<file path="config.mk">
export PLATFORM = sky130hd
export DESIGN_NAME = rtc_bus_sequencer
export DESIGN_NICKNAME = d
export VERILOG_FILES = /design/src/rtl/rtc_bus_sequencer.sv
export SDC_FILE = /design/constraint.sdc
export NUM_CORES = 1
export LEC_CHECK = 0
export BUFFER_PORTS_ARGS = -buffer_cell sky130_fd_sc_hd__buf_2
export CAP_MARGIN = 20
export CORE_AREA = 2 2 66 68
export DETAILED_ROUTE_END_ITERATION = 10
export DIE_AREA = 0 0 68 70
export GPL_TIMING_DRIVEN = 0
export HOLD_SLACK_MARGIN = 0.15
export PLACE_DENSITY = 0.81
export SLEW_MARGIN = 5
export SYNTH_ARGS = -nofsm -noshare
export SYNTH_HDL_FRONTEND = slang
export SYNTH_SLANG_ARGS = --single-unit
</file>
<file path="constraint.sdc">
create_clock -name clk -period 2.75 [get_ports clk]
set_clock_uncertainty 0.05 [all_clocks]
set_input_delay 0.6875 -clock clk [delete_from_list [all_inputs] [get_ports clk]]
set_output_delay 0.6875 -clock clk [all_outputs]
set_load 0.02 [all_outputs]
</file>
<file path="src/rtl/rtc_bus_sequencer.sv">
// rtc_bus_sequencer
// Bus-cycle engine for the RTC chip's multiplexed address/data bus. It takes
// one register access (address, read/write, write data) and runs an address
// phase, an idle gap and a data phase, each with setup/pulse/hold timing.
// Read data is captured at the end of the read strobe and returned with a
// one-cycle done pulse.
//
// Ports:
//   clk, reset      clock (rising edge) and asynchronous active-low reset
//   start           request pulse, sampled only while idle
//   op_wr           1 = write, 0 = read (captured with start)
//   addr, wdata     register address / write data (captured with start)
//   ad_in           bus value from the pad (read path)
//   ad_out, ad_oe   bus value to the pad and its output enable
//   cs_n, ad_n      chip select (low active), 0 = address phase
//   wr_n, rd_n      write / read strobes, low active
//   rdata           last captured read data
//   busy, done      access in flight / one-cycle completion pulse
module rtc_bus_sequencer #(
  parameter int T_SETUP = 2,
  parameter int T_PULSE = 4,
  parameter int T_HOLD  = 2,
  parameter int T_GAP   = 4
) (
  input  logic       clk,
  input  logic       reset,
  input  logic       start,
  input  logic       op_wr,
  input  logic [7:0] addr,
  input  logic [7:0] wdata,
  input  logic [7:0] ad_in,
  output logic [7:0] ad_out,
  output logic       ad_oe,
  output logic       cs_n,
  output logic       ad_n,
  output logic       wr_n,
  output logic       rd_n,
  output logic [7:0] rdata,
  output logic       busy,
  output logic       done
);

  localparam int T_M1  = (T_SETUP > T_PULSE) ? T_SETUP : T_PULSE;
  localparam int T_M2  = (T_HOLD > T_GAP) ? T_HOLD : T_GAP;
  localparam int T_MAX = (T_M1 > T_M2) ? T_M1 : T_M2;
  localparam int CW    = (T_MAX > 1) ? $clog2(T_MAX) : 1;

  typedef enum logic [3:0] {
    IDLE, A_SETUP, A_PULSE, A_HOLD, GAP, D_SETUP, D_PULSE, D_HOLD, DONE
  } state_t;

  state_t          state, nxt;
  logic [CW-1:0]   cnt, nxt_cnt;
  logic            op_q, nxt_op;
  logic [7:0]      addr_q, wdata_q, nxt_addr, nxt_wdata;
  logic            a_ph, d_ph;

  // Counter holds the remaining cycles of the current state minus one.
  function automatic logic [CW-1:0] dur(state_t s);
    case (s)
      A_SETUP, D_SETUP: dur = CW'(T_SETUP - 1);
      A_PULSE, D_PULSE: dur = CW'(T_PULSE - 1);
      A_HOLD,  D_HOLD:  dur = CW'(T_HOLD - 1);
      GAP:              dur = CW'(T_GAP - 1);
      default:          dur = '0;
    endcase
  endfunction

  always_comb begin
    nxt = state;
    case (state)
      IDLE:    if (start) nxt = A_SETUP;
      A_SETUP: if (cnt == '0) nxt = A_PULSE;
      A_PULSE: if (cnt == '0) nxt = A_HOLD;
      A_HOLD:  if (cnt == '0) nxt = GAP;
      GAP:     if (cnt == '0) nxt = D_SETUP;
      D_SETUP: if (cnt == '0) nxt = D_PULSE;
      D_PULSE: if (cnt == '0) nxt = D_HOLD;
      D_HOLD:  if (cnt == '0) nxt = DONE;
      DONE:    nxt = IDLE;
      default: nxt = IDLE;
    endcase
  end

  always_comb begin
    nxt_cnt = cnt;
    if (nxt != state)    nxt_cnt = dur(nxt);
    else if (cnt != '0)  nxt_cnt = cnt - 1'b1;
  end

  // Request fields are only ever loaded from IDLE, so they stay stable for the
  // whole access and a start while busy has no effect.
  always_comb begin
    nxt_op    = op_q;
    nxt_addr  = addr_q;
    nxt_wdata = wdata_q;
    if (state == IDLE && start) begin
      nxt_op    = op_wr;
      nxt_addr  = addr;
      nxt_wdata = wdata;
    end
  end

  // Outputs are decoded from the next state and registered, so the pins are
  // glitch-free and line up exactly with the state they belong to.
  assign a_ph = (nxt == A_SETUP) || (nxt == A_PULSE) || (nxt == A_HOLD);
  assign d_ph = (nxt == D_SETUP) || (nxt == D_PULSE) || (nxt == D_HOLD);

  always_ff @(posedge clk or negedge reset) begin
    if (!reset) begin
      state   <= IDLE;
      cnt     <= '0;
      op_q    <= 1'b0;
      addr_q  <= '0;
      wdata_q <= '0;
      cs_n    <= 1'b1;
      ad_n    <= 1'b1;
      wr_n    <= 1'b1;
      rd_n    <= 1'b1;
      ad_oe   <= 1'b0;
      ad_out  <= '0;
      rdata   <= '0;
      busy    <= 1'b0;
      done    <= 1'b0;
    end else begin
      state   <= nxt;
      cnt     <= nxt_cnt;
      op_q    <= nxt_op;
      addr_q  <= nxt_addr;
      wdata_q <= nxt_wdata;
      cs_n    <= !(a_ph || d_ph);
      ad_n    <= !a_ph;
      // The address is always latched by the chip with WR, even for reads.
      wr_n    <= !((nxt == A_PULSE) || (nxt == D_PULSE && nxt_op));
      rd_n    <= !(nxt == D_PULSE && !nxt_op);
      ad_oe   <= a_ph || (d_ph && nxt_op);
      ad_out  <= a_ph ? nxt_addr : ((d_ph && nxt_op) ? nxt_wdata : 8'h00);
      busy    <= (nxt != IDLE);
      done    <= (nxt == DONE);
      // Sample the bus on the edge that closes the read strobe.
      if (state == D_PULSE && cnt == '0 && !op_q) rdata <= ad_in;
    end
  end

endmodule
</file>
# Word level (Yosys, flattened, before mapping)
# Index checks and enable logic that the tools add are counted.
[op_classes]
add_sub_neg = 1
eq_ne = 16
n_mux = 17
reduce_logical = 26
[ops]
columns = ["operator", "n"]
rows = [
  ["$eq 4x3->1 const B", 8],
  ["$mux 4", 8],
  ["$mux 8", 4],
  ["$pmux 4 s8", 1],
  ["$eq 4x2->1 const B", 4],
  ["$eq 4x1->1 const B", 2],
  ["$logic_or 1x1->1", 7],
  ["$logic_and 1x1->1", 6],
  ["$logic_not 1->1", 6],
  ["$eq 4x4->1 const B", 1],
  ["$logic_not 4->1", 1],
  ["$mux 2", 2],
  ["$ne 4x4->1", 1],
  ["$pmux 2 s2", 1],
  ["$reduce_bool 2->1", 2],
  ["$reduce_bool 4->1", 1],
  ["$reduce_or 4->1", 1],
  ["$reduce_or 3->1", 1],
  ["$logic_not 2->1", 1],
  ["$sub 2x1->2 const B", 1],
  ["$mux 1", 1],
]
[word_totals]
reg_bits = 46
input_bits = 28
out_inout_bits = 23
wordCells = 74

# Longest topological paths before layout
[logic_depth]
word_depth = 9
depth_mapped = 7
depth_no_buf = 5

# Worst setup path after synthesis
# No wires, ideal clock.
[synth_path]
path_type = "input to register"
from = "input port start"
to = "register addr_q[0]"
setup_ns = 0.127
t_arrival_ns = 1.738
t_required_ns = 2.573
slack_ns = 0.835
path_stages = 5
path_buffers = 2
cell_sequence = "nor4b_2 -> nor2b_1 -> buf_4 -> buf_6 -> mux2_1"
[synth_between]
elab_chain_len = 2
[synth_rtl]
columns = ["element", "line", "text"]
rows = [
  ["from (decl)", "27", "input logic start,"],
  ["$logic_and 1x1->1", "97", "if (state == IDLE && start) begin"],
  ["$mux 8", "97", ""],
  ["net nxt_addr[0]", "55", "logic [7:0] addr_q, wdata_q, nxt_addr, nxt_wdata;"],
  ["to (signal assigned)", "129", "addr_q <= nxt_addr;"],
  ["to (decl)", "55", ""],
]
# The timed path passes the listed nets, and every way through them passes these cells.
# A chain may end at the register's enable or synchronous reset.

# Final worst setup path
[layout_path]
from = "register cnt[0]"
to = "register ad_out[1]"
[layout_between]
elab_chain_len = 9
word_cells_on_any_way = 22
cone_classes = "eq/ne (6); mux (10); reduce/logical (6)"
[layout_rtl]
columns = ["element", "line", "text"]
rows = [
  ["from (decl)", "53", "logic [CW-1:0] cnt, nxt_cnt;"],
  ["from (signal assigned)", "127", "cnt <= nxt_cnt;"],
  ["$logic_not 2->1 (*)", "--", ""],
  ["$mux 4 (tied with other cells)", "79", "D_HOLD: if (cnt == '0) nxt = DONE;"],
  ["$pmux 4 s8 (*)", "71", "case (state)"],
  ["$eq 4x3->1", "107", "assign d_ph = (nxt == D_SETUP) || (nxt == D_PULSE) || (nxt == D_HOLD);"],
  ["$logic_or 1x1->1 (2 in a row)", "107", ""],
  ["$logic_and 1x1->1", "137", "ad_out <= a_ph ? nxt_addr : ((d_ph && nxt_op) ? nxt_wdata : 8'h00);"],
  ["$mux 8", "137", ""],
  ["$mux 8 (*)", "137", ""],
  ["to (signal assigned)", "137", ""],
  ["to (decl)", "32", "output logic [7:0] ad_out,"],
]
# Every way passes the cells marked *; elsewhere a longest branch is shown, timed or not.

==> metrics.txt <==
status completed; Post-CTS Resized 0; fill count 365; Yosys warnings 0; combinational share of power 0.429; largest net degree at the start of global routing 47; Synth Flop Type dfrtp_1; CP Class reg2reg; GPL Wtd Cong 0.7883; FF+latch area 1156 um2; top-area cell type share of the netlist area 0.5327; hold-fix buffers at CTS 0; Syn Area/Cell 13.80 um2; Clk Latency, worst-skew pair 0.30 ns; Lkg Pwr 0.001102 uW; diode count 0; Post-synth top cells dfrtp_1 (42), mux2_1 (17), mux2_2 (8), mux2i_1 (8), o2bb2ai_1 (8); area delta synth->final 21.81%; Req. time, crit path 2.92 ns; Max Clock Freq 474.8 MHz; Top Layer Used met4; Worst Setup Slack, final 0.6438 ns; die span in x 68 um; crit-path cells inv_1 > ha_1 > clkbuf_1 > nor3_1 > nor4b_2 > o2bb2ai_1; most frequent cell after synthesis dfrtp_1; crit path max fanout 10; max-slew violation count 0; initial antenna violation count 0; CTS tree done; Sw Pwr 1023 uW; Post-synth EDFFs 0; Final Hold Violating Endpoints 0; DRC 0; CTS H-tree depth 2; fin nets 230; Port Buffer Count 50; reg2reg start cnt[0]; Max Cap Viol 0; setup_tns 0 ns; Pre-Repair DR Iteration Count 4; # IOs 51; Slew Limit Headroom 0.4543; Crit. End Element flip-flop; ANT nets after route 0; wire length on met3 171 um; Initial DRC Count 42; hold crit path type in2async; Synth area leader dfrtp_1; DP Area 2288 um2; r2r endpoint ad_out[1]; VDD IR max 0.4247 mV; Yosys cell types 40; asr flop ratio synth 1.000; Slew @ Worst Pin 0.8165 ns; Final Setup Violations 0; met2 WL 1726 um; R2R depth 6; Die Height 70 um; syn_nets 172; post-place setup slack 0.4735 ns; Mapped Cells 143; Seq pwr share 0.414; total grt overflow 0; sequential-to-total area share from yosys stat 0.5859; die area 4760 um2; PwrDens 1151 nW/um2; Core ar. 4144 um2; DRT met1 WL 1548 um; first-pass GRT wire length 5996 um; Startpoint Class flip-flop; Vias 1282; min Tclk post-route 2.106 ns; Final Cycle Share 0.7659; CTS clk-pin slew, worst paths 0.08 ns; Synth area leaders dfrtp_1 (53%), mux2_1 (9.7%), dfstp_2 (5.3%); GR Util All Layers 0.1693; CTS max path bufs 2; Max stage delay on crit path 0.71 ns; share of layout cells above drive strength 1 0.4158; initial core utilization 0.4761; Site Rows 24; HPWL Detailed 2441 um; Switching Fraction 0.3699; post-CTS setup buffer count 0; Slowest-stage cell, CP nor4b_2; Via density 5.047; cell area after layout 2404 um2; RSZ-0062 raised after global routing no; Yosys reg bits 46; Power Internal 1743 uW; vias in the first global route 1289; clock sinks 46; critical path data arrival time 2.28 ns; CTS buffer count 5; mapped cell area 1973 um2; Total Wirelength 3519 um; clock root buffer master clkbuf_8; multi-input logic area 730.7 um2; Worst R2R Setup Slack 0.64 ns; per-cell routed wire length 13.85 um; Clk pwr share 0.156
## worst max path at each step
| stage | slack [ns] | startpoint | cells past startpoint | endpoint |
|---|---|---|---|---|
| finish | 0.64 | cnt[0] | 6 | ad_out[1] |
| global route | 0.42 | cnt[0] | 6 | ad_out[1] |
| CTS | 0.60 | cnt[0] | 6 | ad_out[1] |
| detailed placement | 0.47 | start | 6 | wdata_q[6] |
| global placement | 0.47 | start | 6 | addr_q[1] |
| floorplan | 0.83 | start | 5 | addr_q[0] |
## through the flow
| step | instances | utilization | hold slack [ns] | power [uW] |
|---|---|---|---|---|
| floorplan | 143 | - | 0.3419 | 2013 |
| global placement | 245 | 0.5522 | 0.4111 | 2307 |
| detailed placement | 245 | 0.5522 | 0.4130 | 2351 |
| CTS | 253 | 0.5752 | 0.4355 | 2792 |
| global route | 254 | 0.5800 | 0.2251 | 2967 |
| finish | 254 | 0.5800 | 0.2117 | 2766 |
## cell usage in the layout (no fill, tap or decap), drive strengths merged
| master | instances |
|---|---|
| buf | 59 |
| dfrtp | 42 |
| mux2 | 25 |
| clkbuf | 9 |
| mux2i | 8 |
| o2bb2ai | 8 |
| nor2 | 5 |
| nand2 | 4 |
| dfstp | 4 |
| inv | 4 |
| nor3 | 3 |
| nor4b | 3 |
| nor2b | 3 |
| o31ai | 2 |
| or3 | 2 |
| a21oi | 2 |
| and2 | 2 |
| and3 | 1 |
| xor2 | 1 |
| o21a | 1 |
| nor3b | 1 |
| xnor2 | 1 |
| or4 | 1 |
| a2111oi | 1 |
| nand2b | 1 |
| o22ai | 1 |
| o2111ai | 1 |
| nor4 | 1 |
| a21boi | 1 |
| o21ai | 1 |
| nand4 | 1 |
| a21o | 1 |
| a311oi | 1 |
| ha | 1 |
## power by group through the flow
stage	logic [uW]	registers (uW)	clock network [uW]
2_1_floorplan	686	1330	0
4_1_cts	1200	1150	448
3_5_place_dp	1190	1160	0
5_1_grt	1310	1190	472
3_3_place_gp	1160	1150	0
6_report	1190	1150	432
## cell families after synthesis
| group | count (synthesis) | share of synthesized area |
|---|---|---|
| AO/OA/AOI/OAI | 20 | 0.07864 |
| XOR/XNOR | 2 | 0.008879 |
| adder cells (fa/ha/maj) | 1 | 0.006340 |
| buffers and inverters | 13 | 0.04375 |
| flip-flops | 46 | 0.5859 |
| multiplexers | 33 | 0.1833 |
| AND/OR/NAND/NOR | 28 | 0.09322 |
## cell type report
| class | count | area share |
|---|---|---|
| Timing Repair Buffer | 51 | 0.1124 |
| Tap cell | 52 | 0.02707 |
| Sequential cell | 46 | 0.4810 |
| Clock inverter | 1 | 0.003644 |
| Buffer | 10 | 0.03123 |
| Inverter | 3 | 0.004685 |
| Clock buffer | 7 | 0.03592 |
| Multi-Input combinational cell | 84 | 0.3040 |
## flip-flops by register name (all words and copies together) (netlist names), 2 cells and up
signal,count
state,4
rdata,8
ad_out,8
cnt,2
addr_q,8
wdata_q,8
## critical path, delay by kind of cell, from the launching register on
kind	cells	cell delay, ns
and+or+nand+nor	2	0.84
buffers and inverters	2	0.41
DFF	1	0.37
AOI/OAI and AO/OA	1	0.19
adders and majority gates	1	0.17
## metal layers
layer	vias to the layer above	track usage
met5	-	0
met3	6	0.04831
met1	614	0.2137
li1	632	-
met2	30	0.2675
met4	0	0.07333
Note: power is estimated with default switching activity, not from simulation.
